`src/rtl/uart_pkg.sv`:
```
// Shared UART definitions: serializer state encoding and baud-divider helper.
// Latency: none (types and constant functions only).
// Backpressure: not applicable.
package uart_pkg;

    // Serializer states; PARITY is only reachable when parity is compiled in.
    typedef enum logic [2:0] {
        IDLE   = 3'd0,
        START  = 3'd1,
        DATA   = 3'd2,
        PARITY = 3'd3,
        STOP   = 3'd4
    } uart_state_t;

    // Clock cycles per line bit, truncating integer division.
    function automatic int clks_per_bit(input int clk_freq, input int baud);
        return clk_freq / baud;
    endfunction

endpackage

```
`src/rtl/uart_fifo.sv`:
```
// Synchronous DEPTH x 8 byte FIFO with occupancy count and show-ahead head byte.
// Latency: a pushed byte is visible at pop_data one cycle after the accepting edge.
// Backpressure: push is ignored when full; pop is ignored when empty.
module uart_fifo #(
    parameter int DEPTH = 16
) (
    input  logic                     clk,
    input  logic                     rst,
    input  logic                     push,
    input  logic [7:0]               push_data,
    input  logic                     pop,
    output logic [7:0]               pop_data,
    output logic [$clog2(DEPTH):0]   level
);
    localparam int AW = $clog2(DEPTH);
    localparam int LW = AW + 1;
    localparam logic [LW-1:0] FULL = LW'(DEPTH);

    logic [7:0]    mem [DEPTH];
    logic [AW-1:0] wr_ptr;
    logic [AW-1:0] rd_ptr;
    logic          do_push;
    logic          do_pop;

    // Fullness alone gates a push, so a same-cycle pop never opens extra room.
    assign do_push  = push && (level != FULL);
    assign do_pop   = pop && (level != '0);
    assign pop_data = mem[rd_ptr];

    // Storage array; contents need no reset because level qualifies them.
    always_ff @(posedge clk) begin
        if (do_push) begin
            mem[wr_ptr] <= push_data;
        end
    end

    // Pointers wrap naturally modulo DEPTH; level tracks the difference.
    always_ff @(posedge clk) begin
        if (rst) begin
            wr_ptr <= '0;
            rd_ptr <= '0;
            level  <= '0;
        end else begin
            if (do_push) begin
                wr_ptr <= wr_ptr + AW'(1);
            end
            if (do_pop) begin
                rd_ptr <= rd_ptr + AW'(1);
            end
            case ({do_push, do_pop})
                2'b10:   level <= level + LW'(1);
                2'b01:   level <= level - LW'(1);
                default: level <= level;
            endcase
        end
    end

endmodule

```
`src/rtl/uart_tx_buffered.sv`:
```
// Buffered 8N1 UART transmitter (8E1 with UART_TX_PARITY_EN defined): byte FIFO feeding a serializer.
// Latency: start bit begins two edges after a byte enters an empty idle buffer; frames run back-to-back.
// Backpressure: s_ready drops while the FIFO holds DEPTH bytes; bytes offered then are dropped silently.
module uart_tx_buffered
    import uart_pkg::*;
#(
    parameter int CLK_FREQ = 50_000_000,
    parameter int BAUD     = 115200,
    parameter int DEPTH    = 16
) (
    input  logic                     clk,
    input  logic                     rst,
    input  logic [7:0]               s_data,
    input  logic                     s_valid,
    output logic                     s_ready,
    output logic                     uart_tx,
    output logic                     busy,
    output logic                     tx_done,
    output logic [$clog2(DEPTH):0]   level,
    output logic                     led_tx
);
    localparam int CPB = clks_per_bit(CLK_FREQ, BAUD);
    localparam int CW  = (CPB > 1) ? $clog2(CPB) : 1;
    localparam logic [CW-1:0] LAST = CW'(CPB - 1);

    uart_state_t   state;
    logic [CW-1:0] cnt;
    logic [2:0]    idx;
    logic [7:0]    shreg;
    logic [7:0]    head;
    logic          bit_end;
    logic          pop;

    assign s_ready = (level < ($clog2(DEPTH) + 1)'(DEPTH));
    assign bit_end = (cnt == LAST);
    // Fetch the next byte from IDLE, or at the end of a stop bit so frames abut.
    assign pop     = (level != '0) && ((state == IDLE) || ((state == STOP) && bit_end));

    uart_fifo #(
        .DEPTH (DEPTH)
    ) u_fifo (
        .clk       (clk),
        .rst       (rst),
        .push      (s_valid && s_ready),
        .push_data (s_data),
        .pop       (pop),
        .pop_data  (head),
        .level     (level)
    );

    // Serializer FSM; line and status outputs are registered views of the current state,
    // so every line bit lags its state interval by exactly one cycle.
    always_ff @(posedge clk) begin
        if (rst) begin
            state   <= IDLE;
            cnt     <= '0;
            idx     <= '0;
            shreg   <= '0;
            uart_tx <= 1'b1;
            tx_done <= 1'b0;
            busy    <= 1'b0;
            led_tx  <= 1'b0;
        end else begin
            tx_done <= (state == STOP) && bit_end;
            busy    <= (state != IDLE) || (level != '0);
            led_tx  <= (state != IDLE);

            case (state)
                START:   uart_tx <= 1'b0;
                DATA:    uart_tx <= shreg[idx];
`ifdef UART_TX_PARITY_EN
                PARITY:  uart_tx <= ^shreg;
`endif
                default: uart_tx <= 1'b1;
            endcase

            case (state)
                IDLE: begin
                    cnt <= '0;
                    if (pop) begin
                        shreg <= head;
                        state <= START;
                    end
                end
                START: begin
                    if (bit_end) begin
                        cnt   <= '0;
                        idx   <= '0;
                        state <= DATA;
                    end else begin
                        cnt <= cnt + CW'(1);
                    end
                end
                DATA: begin
                    if (bit_end) begin
                        cnt <= '0;
                        if (idx == 3'd7) begin
`ifdef UART_TX_PARITY_EN
                            state <= PARITY;
`else
                            state <= STOP;
`endif
                        end else begin
                            idx <= idx + 3'd1;
                        end
                    end else begin
                        cnt <= cnt + CW'(1);
                    end
                end
`ifdef UART_TX_PARITY_EN
                PARITY: begin
                    if (bit_end) begin
                        cnt   <= '0;
                        state <= STOP;
                    end else begin
                        cnt <= cnt + CW'(1);
                    end
                end
`endif
                STOP: begin
                    if (bit_end) begin
                        cnt <= '0;
                        if (pop) begin
                            shreg <= head;
                            state <= START;
                        end else begin
                            state <= IDLE;
                        end
                    end else begin
                        cnt <= cnt + CW'(1);
                    end
                end
                default: begin
                    cnt   <= '0;
                    state <= IDLE;
                end
            endcase
        end
    end

endmodule
```
`config.mk`:
```
export PLATFORM = sky130hd
export DESIGN_NAME = uart_tx_buffered
export DESIGN_NICKNAME = d
export VERILOG_FILES = /design/src/rtl/uart_pkg.sv /design/src/rtl/uart_fifo.sv /design/src/rtl/uart_tx_buffered.sv
export SDC_FILE = /design/constraint.sdc
export NUM_CORES = 1
export LEC_CHECK = 0
export CAP_MARGIN = 30
export CORE_UTILIZATION = 47
export CTS_BUF_LIST = sky130_fd_sc_hd__clkbuf_8
export CTS_CLUSTER_SIZE = 40
export DETAILED_ROUTE_END_ITERATION = 12
export DONT_BUFFER_PORTS = 1
export GPL_ROUTABILITY_DRIVEN = 0
export PLACE_DENSITY = 0.71
export RECOVER_POWER = 100
export SYNTH_ARGS = -nofsm -noshare
export SYNTH_HDL_FRONTEND = slang
export SYNTH_SLANG_ARGS = --single-unit
export TNS_END_PERCENT = 1
```
`constraint.sdc`:
```
create_clock -name clk -period 4.2 [get_ports clk]
set_input_delay 0.42 -clock clk [delete_from_list [all_inputs] [get_ports clk]]
set_output_delay 0.42 -clock clk [all_outputs]
set_load 0.03 [all_outputs]
```
; After elaboration in Yosys (flattened, before gate mapping)
; Memory sizes are Yosys's and may differ from the RTL's. A register that Yosys moved wholly into a read port is not among the register bits.
; Index checks and enable logic that the tools add are counted.
[word_totals]
n_memories = 1
latchBits = 0
wordCells = 75
ram_bits = 128
ff_bits = 40
romBits = 0
[mem_list]
columns = name, depth, width, read_ports, rd_ports_with_merged_regs, wr, line_no
row1 = u_fifo.mem, 16, 8, 1, 1, 1, uart_fifo.sv:19  ; logic [7:0] mem [DEPTH];
[classes]
multipliers = 0
magnitude_cmp = 2
n_eq_ne = 14
n_mux = 22
n_bitwise = 1
n_div = 0
n_addsub = 6
n_reduce_logical = 18
shift = 0
[ops]
columns = op, n
row1 = $mux 3, 8
row2 = $mux 8, 2
row3 = $pmux 8 s2, 1
row4 = $pmux 3 s4, 1
row5 = $ne 2x2->1 const B, 5
row6 = $pmux 5 s2, 1
row7 = $add 9x1->9 const B, 1
row8 = $eq 9x9->1 const B, 1
row9 = $add 4x1->4 const B, 2
row10 = $mux 4, 2
row11 = $eq 3x3->1 const B, 2
row12 = $pmux 3 s2, 1
row13 = $reduce_bool 2->1, 3
row14 = $reduce_or 3->1, 2
row15 = $add 5x1->5 const B, 1
row16 = $logic_and 1x1->1, 5
row17 = $lt 5x5->1 const B, 1
row18 = $ne 5x5->1 const B, 1
row19 = $reduce_and 5->1, 1
row20 = $reduce_bool 5->1, 1
row21 = $sub 5x1->5 const B, 1
row22 = $lt 3x4->1 const B, 1
row23 = $mux 1, 4
row24 = $reduce_and 4->1, 1
row25 = 13 further kinds, 14

; Depth between registers and ports, before layout
[depth]
word_depth = 7
mapped_depth = 14
depth_no_buf = 13

; By module
; A second synthesis with hierarchy kept.
[unflattened]
hier_cells = 456
hier_area_um2 = 7121.8
[modules_own_cells]
columns = module, cells_each, instances, area_each_um2, seq_area_each_um2
row1 = uart_fifo, 324, 1, 5840.6, 4184.0
row2 = uart_tx_buffered, 132, 1, 1281.2, 540.5

; Worst setup path before layout
; OpenSTA, ideal clock, no wires.
[synth_path]
kind = register to register
start = register cnt[0]
end = register u_fifo.level[4]
path_slack_ps = 1105
n_path_buf = 1
path_stages_with_launch = 14
synth_period_minus_slack_ps = 3095
arrival_ps = 3025
path_cell_list = dfxtp_1 > ha_1 > nand4b_1 > or4_4 > a211oi_2 > buf_4 > ha_1 > xor2_1 > ha_1 > a211o_1 > a21oi_1 > a221oi_1 > or3_1 > a21oi_1
[synth_via]
elab_chain_len = 7
word_cells_on_any_way = 9
cone_classes = eq/ne: 3 / mux: 1 / reduce/logical: 5
[synth_rtl]
columns = element, line_no
row1 = "start, declared", uart_tx_buffered.sv:27  ; logic [CW-1:0] cnt;
row2 = "start signal, assigned", uart_tx_buffered.sv:91  ; cnt <= cnt + CW'(1);
row3 = "start signal, assigned", uart_tx_buffered.sv:107  ; cnt <= cnt + CW'(1);
row4 = "start signal, assigned", uart_tx_buffered.sv:130  ; cnt <= cnt + CW'(1);
row5 = $eq 9x9->1 (*), uart_tx_buffered.sv:35  ; assign bit_end = (cnt == LAST);
row6 = $logic_and 1x1->1 (*), uart_tx_buffered.sv:37  ; assign pop = (level != '0) && ((state == IDLE) || ((state == STOP) && bit_end));
row7 = $logic_or 1x1->1 (*), uart_tx_buffered.sv:37
row8 = $logic_and 1x1->1 (*), uart_tx_buffered.sv:37
row9 = $logic_and 1x1->1 (*), uart_fifo.sv:27  ; assign do_pop = pop && (level != '0);
row10 = named net u_fifo.do_pop, uart_fifo.sv:23  ; logic do_pop;
row11 = $eq 2x1->1 / $eq 2x2->1 (equally long branches), uart_fifo.sv:50  ; case ({do_push, do_pop})
row12 = $pmux 5 s2 / $reduce_bool 2->1 (equally long branches), -
row13 = "end signal, assigned", uart_fifo.sv:51  ; 2'b10: level <= level + LW'(1);
row14 = "end signal, assigned", uart_fifo.sv:52  ; 2'b01: level <= level - LW'(1);
row15 = "end signal, assigned", uart_fifo.sv:53  ; default: level <= level;
row16 = "end, declared", uart_fifo.sv:13  ; output logic [$clog2(DEPTH):0] level
; Mark *: on every way through the listed nets, which the timed path passes. The rest lies on a longest branch.
; A chain may end at the register's enable or synchronous reset.

; Worst setup path after layout
[layout_path]
start = register cnt[0]
end = register u_fifo.level[4]
[layout_via]
elab_chain_len = 7
word_cells_on_any_way = 9
cone_classes = eq/ne: 3 / mux: 1 / reduce/logical: 5
[layout_rtl]
columns = element, line_no
row1 = $eq 9x9->1 (*), uart_tx_buffered.sv:35
row2 = $logic_and 1x1->1 (*), uart_tx_buffered.sv:37
row3 = $logic_or 1x1->1 (*), uart_tx_buffered.sv:37
row4 = $logic_and 1x1->1 (*), uart_tx_buffered.sv:37
row5 = $logic_and 1x1->1 (*), uart_fifo.sv:27
row6 = $eq 2x1->1 / $eq 2x2->1 (equally long branches), uart_fifo.sv:50
row7 = $pmux 5 s2 / $reduce_bool 2->1 (equally long branches), -
; Every way passes the cells marked *; elsewhere a longest branch is shown, timed or not.

==> flow_summary.ini <==
[sta]
rsz0062_at_grt = no
worst_slack_ns = 0.600
fin_skew_ns = 0.0116
setup_viol = 0
tightest_slew_ns = 1.39
fin_tns_setup_ns = 0
period_share_pct = 85.7
hold_viol_final = 0
slew_headroom_pct = 7.24
finalCriticalPeriod_ns = 3.60
report.final.slew_viol_count = 0
fmax_mhz = 278

[final_layout]
layout-drive-gt1-share_pct = 14.9
area_growth_pct = 6.80
diodes = 0
final_cell_area_um2 = 7420
fin_cells = 639
nNetsFinal = 467

[cts]
ctsResizeCount = 0
insertion_delay_ns = 0.44
htree_levels = 4
cts_sinks = 172
cts_tree = built
cts_buffer_depth = 2
postCtsSetupBuffers = 0
hold_buffers = 0
clk_pin_slew_worst_paths_ns = 0.09
clock-root-buffer = clkbuf_8
cts_buffers = 17

[yosys]
synth_warnings = 0
synth_edf_count = 128
netlist_area_um2 = 6950
synth_seq_area_share_pct = 68.0
synth_seq_cells = 172
synth_flop_cell = edfxtp_1
yosys.area.top_type = edfxtp_1
synthArstFlopShare_pct = 0
synth_top_cell_area_share_pct = 55.3
synth_most_common_cell = edfxtp_1
netlist_instances = 439
synth_area_leaders = edfxtp_1, dfxtp_1, mux4_2, nor2_1, ha_1
ys_types = 43
syn-num-nets = 463
synth_area_per_cell_um2 = 15.8
ys_top_cells_by_count = edfxtp_1, nor2_1, dfxtp_1, mux4_2, nand2_1

[power_and_ir_drop]
powerDensity_nw_per_um2 = 549
swShare_pct = 30.0
switchingPower_uw = 1220
total_power_uw = 4080
peakVddDrop_mv = 0.309
p_int_uw = 2860
p_clk_share_pct = 25.8
combPwrFrac_pct = 21.8
seqPwrFrac_pct = 52.4
p_leak_uw = 0.00241

[detailed_routing]
routed_via_density = 5.61
drc_errors = 0
drt_iter0_drc = 262
ant_nets = 0
wl_um = 12600
wire_per_inst_um = 19.8
dr.pass1.iters = 5
vias = 3582

[floorplan]
die_w_um = 124
start_util_pct = 48.0
rows = 44
core_area_um2 = 14500
die_area_um2 = 15300
die_h_um = 124
io_pins = 21

[placed_design]
dp.final_hpwl_um = 8090
post-place-ws_ns = 0.769
postPlaceCellArea_um2 = 7140
portBuffers = 0
dp.cells = 608

[global_route]
grt_pass1_vias = 3758
grt_max_degree = 34
grt_overflow = 0
grt_util_all_layers_pct = 18.6
antenna_found_initial = 0
grt_pass1_wl_um = 20100

[status]
outcome = finished, final reports clean

[flow_run]
maxCapViolCount = 0

[critical_path]
critPathLaunchType = flop
path_class = reg2reg
cp-end-kind = flop
reg2reg_slack_ns = 0.60
cp.required_ns = 4.58
arrival_ns = 3.98
crit_fanout = 12

[hold_path]
hp-class = in2reg
==> state kept, by name (all words and copies together) (netlist names), named ones only <==
register	cells
u_fifo.mem	128
cnt	9
shreg	8
u_fifo.level	5
u_fifo.rd_ptr	4
u_fifo.wr_ptr	4
idx	3
state	3
busy	1
led_tx	1
tx_done	1
uart_tx	1
==> power by group through the flow <==
| stage | registers, uW | logic, uW | clock network [uW] |
|---|---|---|---|
| final | 2140 | 890 | 1050 |
| after global routing | 2170 | 989 | 1140 |
| after CTS | 2140 | 935 | 1070 |
| after detailed placement | 2180 | 930 | 0 |
| after global placement | 2170 | 897 | 0 |
| after floorplan | 2110 | 799 | 0 |
==> cell type report <==
| cell class | count | area (um^2) |
|---|---|---|
| fillers | 1175 | 7050 |
| flip-flops and latches | 172 | 4730 |
| multi-input cells | 236 | 2050 |
| clock buffers | 17 | 234 |
| well taps | 184 | 230 |
| clock inverters | 14 | 123 |
| inverters | 9 | 33.8 |
| repair buffers | 7 | 30.0 |
==> worst max-delay path: stages, from the launching register on <==
cell,delay (ns)
dfxtp_1,0.41
ha_1,0.19
nand4b_1,0.11
or4_1,0.60
a211oi_1,0.31
buf_4,0.27
ha_1,0.33
xor2_1,0.11
ha_1,0.22
a211o_1,0.27
a21oi_1,0.17
a221oi_1,0.07
or3_1,0.33
a21oi_1,0.14
==> layout by cell type, fill, tap and decap left out, drive strengths merged, types with 3 or more instances in the layout <==
cell	count
edfxtp	128
nor2b	3
a21oi	10
clkinv	7
mux2i	10
xnor2	10
xor2	7
clkbuf	23
nand2	20
nand3	6
o21ai	7
dfxtp	44
nand2b	8
inv	14
mux4	34
a22oi	17
ha	13
nor2	53
nor3	8
a211o	3
==> worst paths after layout <==
path,from,endpoint,depth (start not counted)
min reg2reg,shreg[7],shreg[7],2
min,rst,shreg[6],1
max,cnt[0],u_fifo.level[4],13
max reg2reg,cnt[0],u_fifo.level[4],13
==> metal layers <==
metal	track usage, %	vias to the layer above	routed length [um]
met3	5.72	17	711
li1	-	1676	-
met2	29.4	93	6040
met4	6.85	0	197
met5	0	-	0
met1	24.2	1796	5680
==> logic make-up after synthesis <==
family	Yosys count	share of synthesized area, %
AO/OA/AOI/OAI	47	5.15
buffers and inverters	31	1.91
multiplexers	45	12.6
adder cells (fa/ha/maj)	13	2.34
AND/OR/NAND/NOR	114	7.88
XOR/XNOR	17	2.14
flip-flops	172	68.0
==> through the flow <==
| stage | util (%) | hold WS, ns |
|---|---|---|
| after global routing | 51.3 | 0.000560 |
| final | 51.3 | 0.0327 |
| after global placement | 49.3 | 0.461 |
| after CTS | 51.8 | 0.00895 |
| after floorplan | - | 0.445 |
| after detailed placement | 49.3 | 0.483 |
Power figures use the tool's default switching activity.
==> edit 1 (same flow settings) <==
The option `UART_TX_PARITY_EN` is turned on by a define.
--- a/src/rtl/uart_tx_buffered.sv
+++ b/src/rtl/uart_tx_buffered.sv
@@ -1,6 +1,8 @@
 // Buffered 8N1 UART transmitter (8E1 with UART_TX_PARITY_EN defined): byte FIFO feeding a serializer.
 // Latency: start bit begins two edges after a byte enters an empty idle buffer; frames run back-to-back.
 // Backpressure: s_ready drops while the FIFO holds DEPTH bytes; bytes offered then are dropped silently.
+`define UART_TX_PARITY_EN
+
 module uart_tx_buffered
     import uart_pkg::*;
 #(
Formal check against the unedited RTL: same outputs for any inputs over 10 cycles, from zero or initial values and one cycle with rst high; that may be too few to reach the edited logic, so the function may still have changed.
==> edit 1 against the original RTL <==
  * Total power up 5.1%
  * Maximum frequency increased by 2.1%
  * Routed wire length shrank 1.2%
  * Count of clock-buffer cells in the layout unchanged
  * Cell area up 1.3%
  * First-iteration DRC count rose by 44%
  * Core utilization increased by 0.69 points
  * Setup slack better by 72 ps
  * Area after synthesis stayed put
  * Non-clock buffer count increased by 2
  * Via count is 3.0% higher
  * Sequential cell count unchanged
  * Highest routed layer unchanged
==> edit 1: results (changes against the original RTL) <==
synth unique cells=43 (unchanged); crit-path leading delay family=compound AO/OA/AOI/OAI gates; vias in the first global route=3707 (-1.4%); status=completed; first-pass GRT wire length=19260 um (-3.9%); drt wl/cell=19.34 um (-2.1%); Resized Gates After CTS=0 (unchanged); number of nets in the layout=472 (+1.1%); drt via density=5.718 (+2.0%); clock buffer depth=2 (unchanged); Routed WL=12470 um (-1.2%); CP Class=register to register; Slew Viols, Final=0 (unchanged); clk root buf=clkbuf_8; setup slack at placement=635.3 ps (-133.6 ps); sink of the worst hold path=u_fifo.wr_ptr[2]$_SDFFE_PP0P_; # hold bufs at CTS=2 (+2); R2R Path Start=cnt[0]$_SDFF_PP0_; Reg2Reg Capture Point=u_fifo.level[4]$_SDFFE_PP0P_; switching pwr=1.349 mW (+10%); DRT Pass-1 Iters=6 (+1); Detailed Place HPWL=8030 um (-0.72%); # placed instances=611 (+0.49%); Async SR Flop Fraction=0 (unchanged); largest net degree at the start of global routing=33 (-2.9%); Max VDD drop=0.3521 mV (+14%); GR Util met3=0.05220 (-0.005037); Total GRT Usage=0.1771 (-0.008688); worst-skew pair later-pin latency=450 ps; Post-synth top flop=edfxtp_1; CTS Buf Count=17 (unchanged); largest stage delay on the critical path=420 ps (-180 ps); fin crit period=3527 ps (-72.44 ps); Avg Cell Area, Syn=15.69 um2 (-0.90%); Commonest cells post-synth=128 x edfxtp_1, 44 x dfxtp_1, 39 x nor2_1, 34 x mux4_2, 22 x nand2_1; Initial DRC Count=378 (+44%); n_diodes=0 (unchanged); Worst R2R Path Depth=13 (unchanged); postcts setup bufs=0 (unchanged); Synth Warn #=0 (unchanged); M1 GR Usage=0.2205 (-0.02145); clk_skew=14.69 ps (+3.067 ps); Worst Path Max Fanout=19 (+7); Largest regs=u_fifo.mem x128, cnt x9, shreg x8; hold path cells=1 (unchanged); synth top area cells=edfxtp_1 55%, dfxtp_1 13%, mux4_2 11%, ha_1 2.2%, nor2_1 2.1%; R2R Setup Slk=670 ps (+70 ps); met2 Usage GRT=0.2958 (+0.002083); Crit-path slowest cell=o41ai_2; total power=4.288 mW (+5.1%); Post-synth EDFFs=128 (unchanged); LEAKAGE=2.422 nW (+0.41%); sequential share of the synthesized area=0.6796 (unchanged); I/O Buffers=0 (unchanged); Hold Crit Class=input port to register; Worst Tran Pin Value=942.4 ps (-447.1 ps); layout cell share with drive strength beyond 1=0.1605 (+0.01107); H-tree depth=4 (unchanged)
[edit 1: changes by cell type in the layout (fill, tap and decap cells not counted), moves of 4 or more]
cell,delta
nor2_1,-14
a21o_1,+8
a21oi_1,+8
mux2i_1,-7
xor2_1,+6
nand2b_1,-4
[edit 1: logic make-up (layout without fill, tap and decap cells)]
kind of cell    after synthesis  count (layout)  share of synthesized area
compound gates               56              56                    0.05598
xor+xnor                     26              26                    0.03276
fa+ha+maj                    12              12                    0.02160
buf+inv                      29              47                    0.01692
flops                       172             172                     0.6796
mux                          38              38                     0.1161
simple gates                110             110                    0.07703
[edit 1: final cells by class]
type,count,area (um2)
Fill cell,1159,6954
Tap cell,184,230.2
Timing Repair Buffer,9,72.57
Sequential cell,172,4727
Clock inverter,14,135.1
Clock buffer,17,234.0
Inverter,7,26.28
Multi-Input combinational cell,242,2100
[edit 1: metal layers]
metal,vias to the layer above,share of wire
met4,0,0.018
met1,1877,0.43
met5,-,0
li1,1699,-
met3,26,0.040
met2,86,0.51
[edit 1: through the flow]
stage / utilization / instance area (um2) / hold slack [ps]
CTS: 0.5207 / 7540 / 1.549
finish: 0.5197 / 7525 / 38.19
detailed placement: 0.4939 / 7151 / 476.1
global route: 0.5197 / 7525 / 0.8200
floorplan: - / 6952 / 441.1
global placement: 0.4925 / 7131 / 457.0
[edit 1: power groups by stage]
stage          Combinational, mW  Clock [mW]  Sequential, mW
4_1_cts                     1.07        1.12            2.15
6_report                    1.05        1.10            2.14
2_1_floorplan              0.884           0            2.13
5_1_grt                     1.17        1.18            2.17
3_5_place_dp                1.06           0            2.18
3_3_place_gp               0.973           0            2.22
==> edit 2 (same flow settings) <==
Made on the original files. The 5 states of `uart_state_t` get a one-hot encoding in 5 bits.
--- a/src/rtl/uart_pkg.sv
+++ b/src/rtl/uart_pkg.sv
@@ -4,12 +4,12 @@
 package uart_pkg;
 
     // Serializer states; PARITY is only reachable when parity is compiled in.
-    typedef enum logic [2:0] {
-        IDLE   = 3'd0,
-        START  = 3'd1,
-        DATA   = 3'd2,
-        PARITY = 3'd3,
-        STOP   = 3'd4
+    typedef enum logic [4:0] {
+        IDLE   = 5'b00001,
+        START  = 5'b00010,
+        DATA   = 5'b00100,
+        PARITY = 5'b01000,
+        STOP   = 5'b10000
     } uart_state_t;
 
     // Clock cycles per line bit, truncating integer division.
Behaviour: no difference found for any inputs over 10 cycles, from zero or initial values and one cycle with rst high; not proved beyond that.
==> edit 2 against the original RTL <==
  * Routed wire length shrank 5.6%
  * Clock power shrank 5%
  * Largest power group unchanged
  * Cell area grew 1.7%
  * Sequential cell count grew 1
  * Area after synthesis grew 1.4%
  * Synthesized cell count grew 0.91%
  * Count of clock-buffer cells in the layout is the same
  * Setup slack gained 83 ps
  * Total power shrank 3.2%
==> edit 2: results (changes against the original RTL) <==
status=completed; mux share of post-synthesis cell area=0.1434 (+0.01727); Post-Synth XOR/XNOR Area=0.02113 (-0.0002928); clk_skew=12.13 ps (+0.5090 ps); worst setup margin=683.4 ps (+83.26 ps); R2R Setup Slk=680 ps (+80 ps); Min Hold Slack=34.96 ps (+2.255 ps); WP data arrival=3850 ps (-130 ps); total power=3.947 mW (-3.2%); met2 Usage GRT=0.2766 (-0.01718); synth top area cells=edfxtp_1 55%, mux4_2 13%, dfxtp_1 13%, nor2_1 2.6%, ha_1 2.1%; Crit. Startpoint=u_fifo.level[1]$_SDFFE_PP0P_; M1 GR Usage=0.2045 (-0.03743); sink of the worst hold path=u_fifo.level[1]$_SDFFE_PP0P_; Max VDD drop=0.2970 mV (-3.9%); synth unique cells=45 (+4.7%); comb pwr=831 uW (-6.6%); # placed instances=614 (+0.99%); Worst R2R Path Depth=10 (-3); Initial DRC Count=295 (+13%); Adder-Cell Fraction of Synth Area=0.02130 (-0.002095); vias in the first global route=3703 (-1.5%); drt via density=5.567 (-0.70%); cell count after synthesis=443 (+0.91%); Detailed Place HPWL=8425 um (+4.2%); largest net degree at the start of global routing=36 (+5.9%); GR Util met3=0.04553 (-0.01170); syn_nets=466 (+0.65%); sequential share of the synthesized area=0.6732 (-0.006450)
[edit 2: cell types whose count changed after synthesis, sizes merged, moves of 4 or more]
cell	delta
mux4	+8
a21oi	+6
nor4b	+4
a31oi	+4
a22oi	-15
nand2b	-5
mux2i	-5
nand2	+16
[edit 2: cell type report]
class                   count  area, um2  area share
flip-flops and latches    173       4745      0.6285
multi-input cells         239       2163      0.2866
repair buffers              8      38.79    0.005138
well taps                 184      230.2     0.03050
clock inverters            15      100.1     0.01326
clock buffers              17      234.0     0.03100
inverters                  10      37.54    0.004973
[edit 2: cell families (layout without fill, tap and decap cells)]
kind of cell,count (synthesis),after routing
compound gates,38,38
fa+ha+maj,12,12
xor+xnor,17,17
mux,48,48
simple gates,124,124
flops,173,173
buf+inv,31,50
[edit 2: metal layers]
layer	share of wire	up-vias
li1	-	1707
met1	0.43	1804
met2	0.52	69
met3	0.042	16
met4	0.014	0
met5	0	-
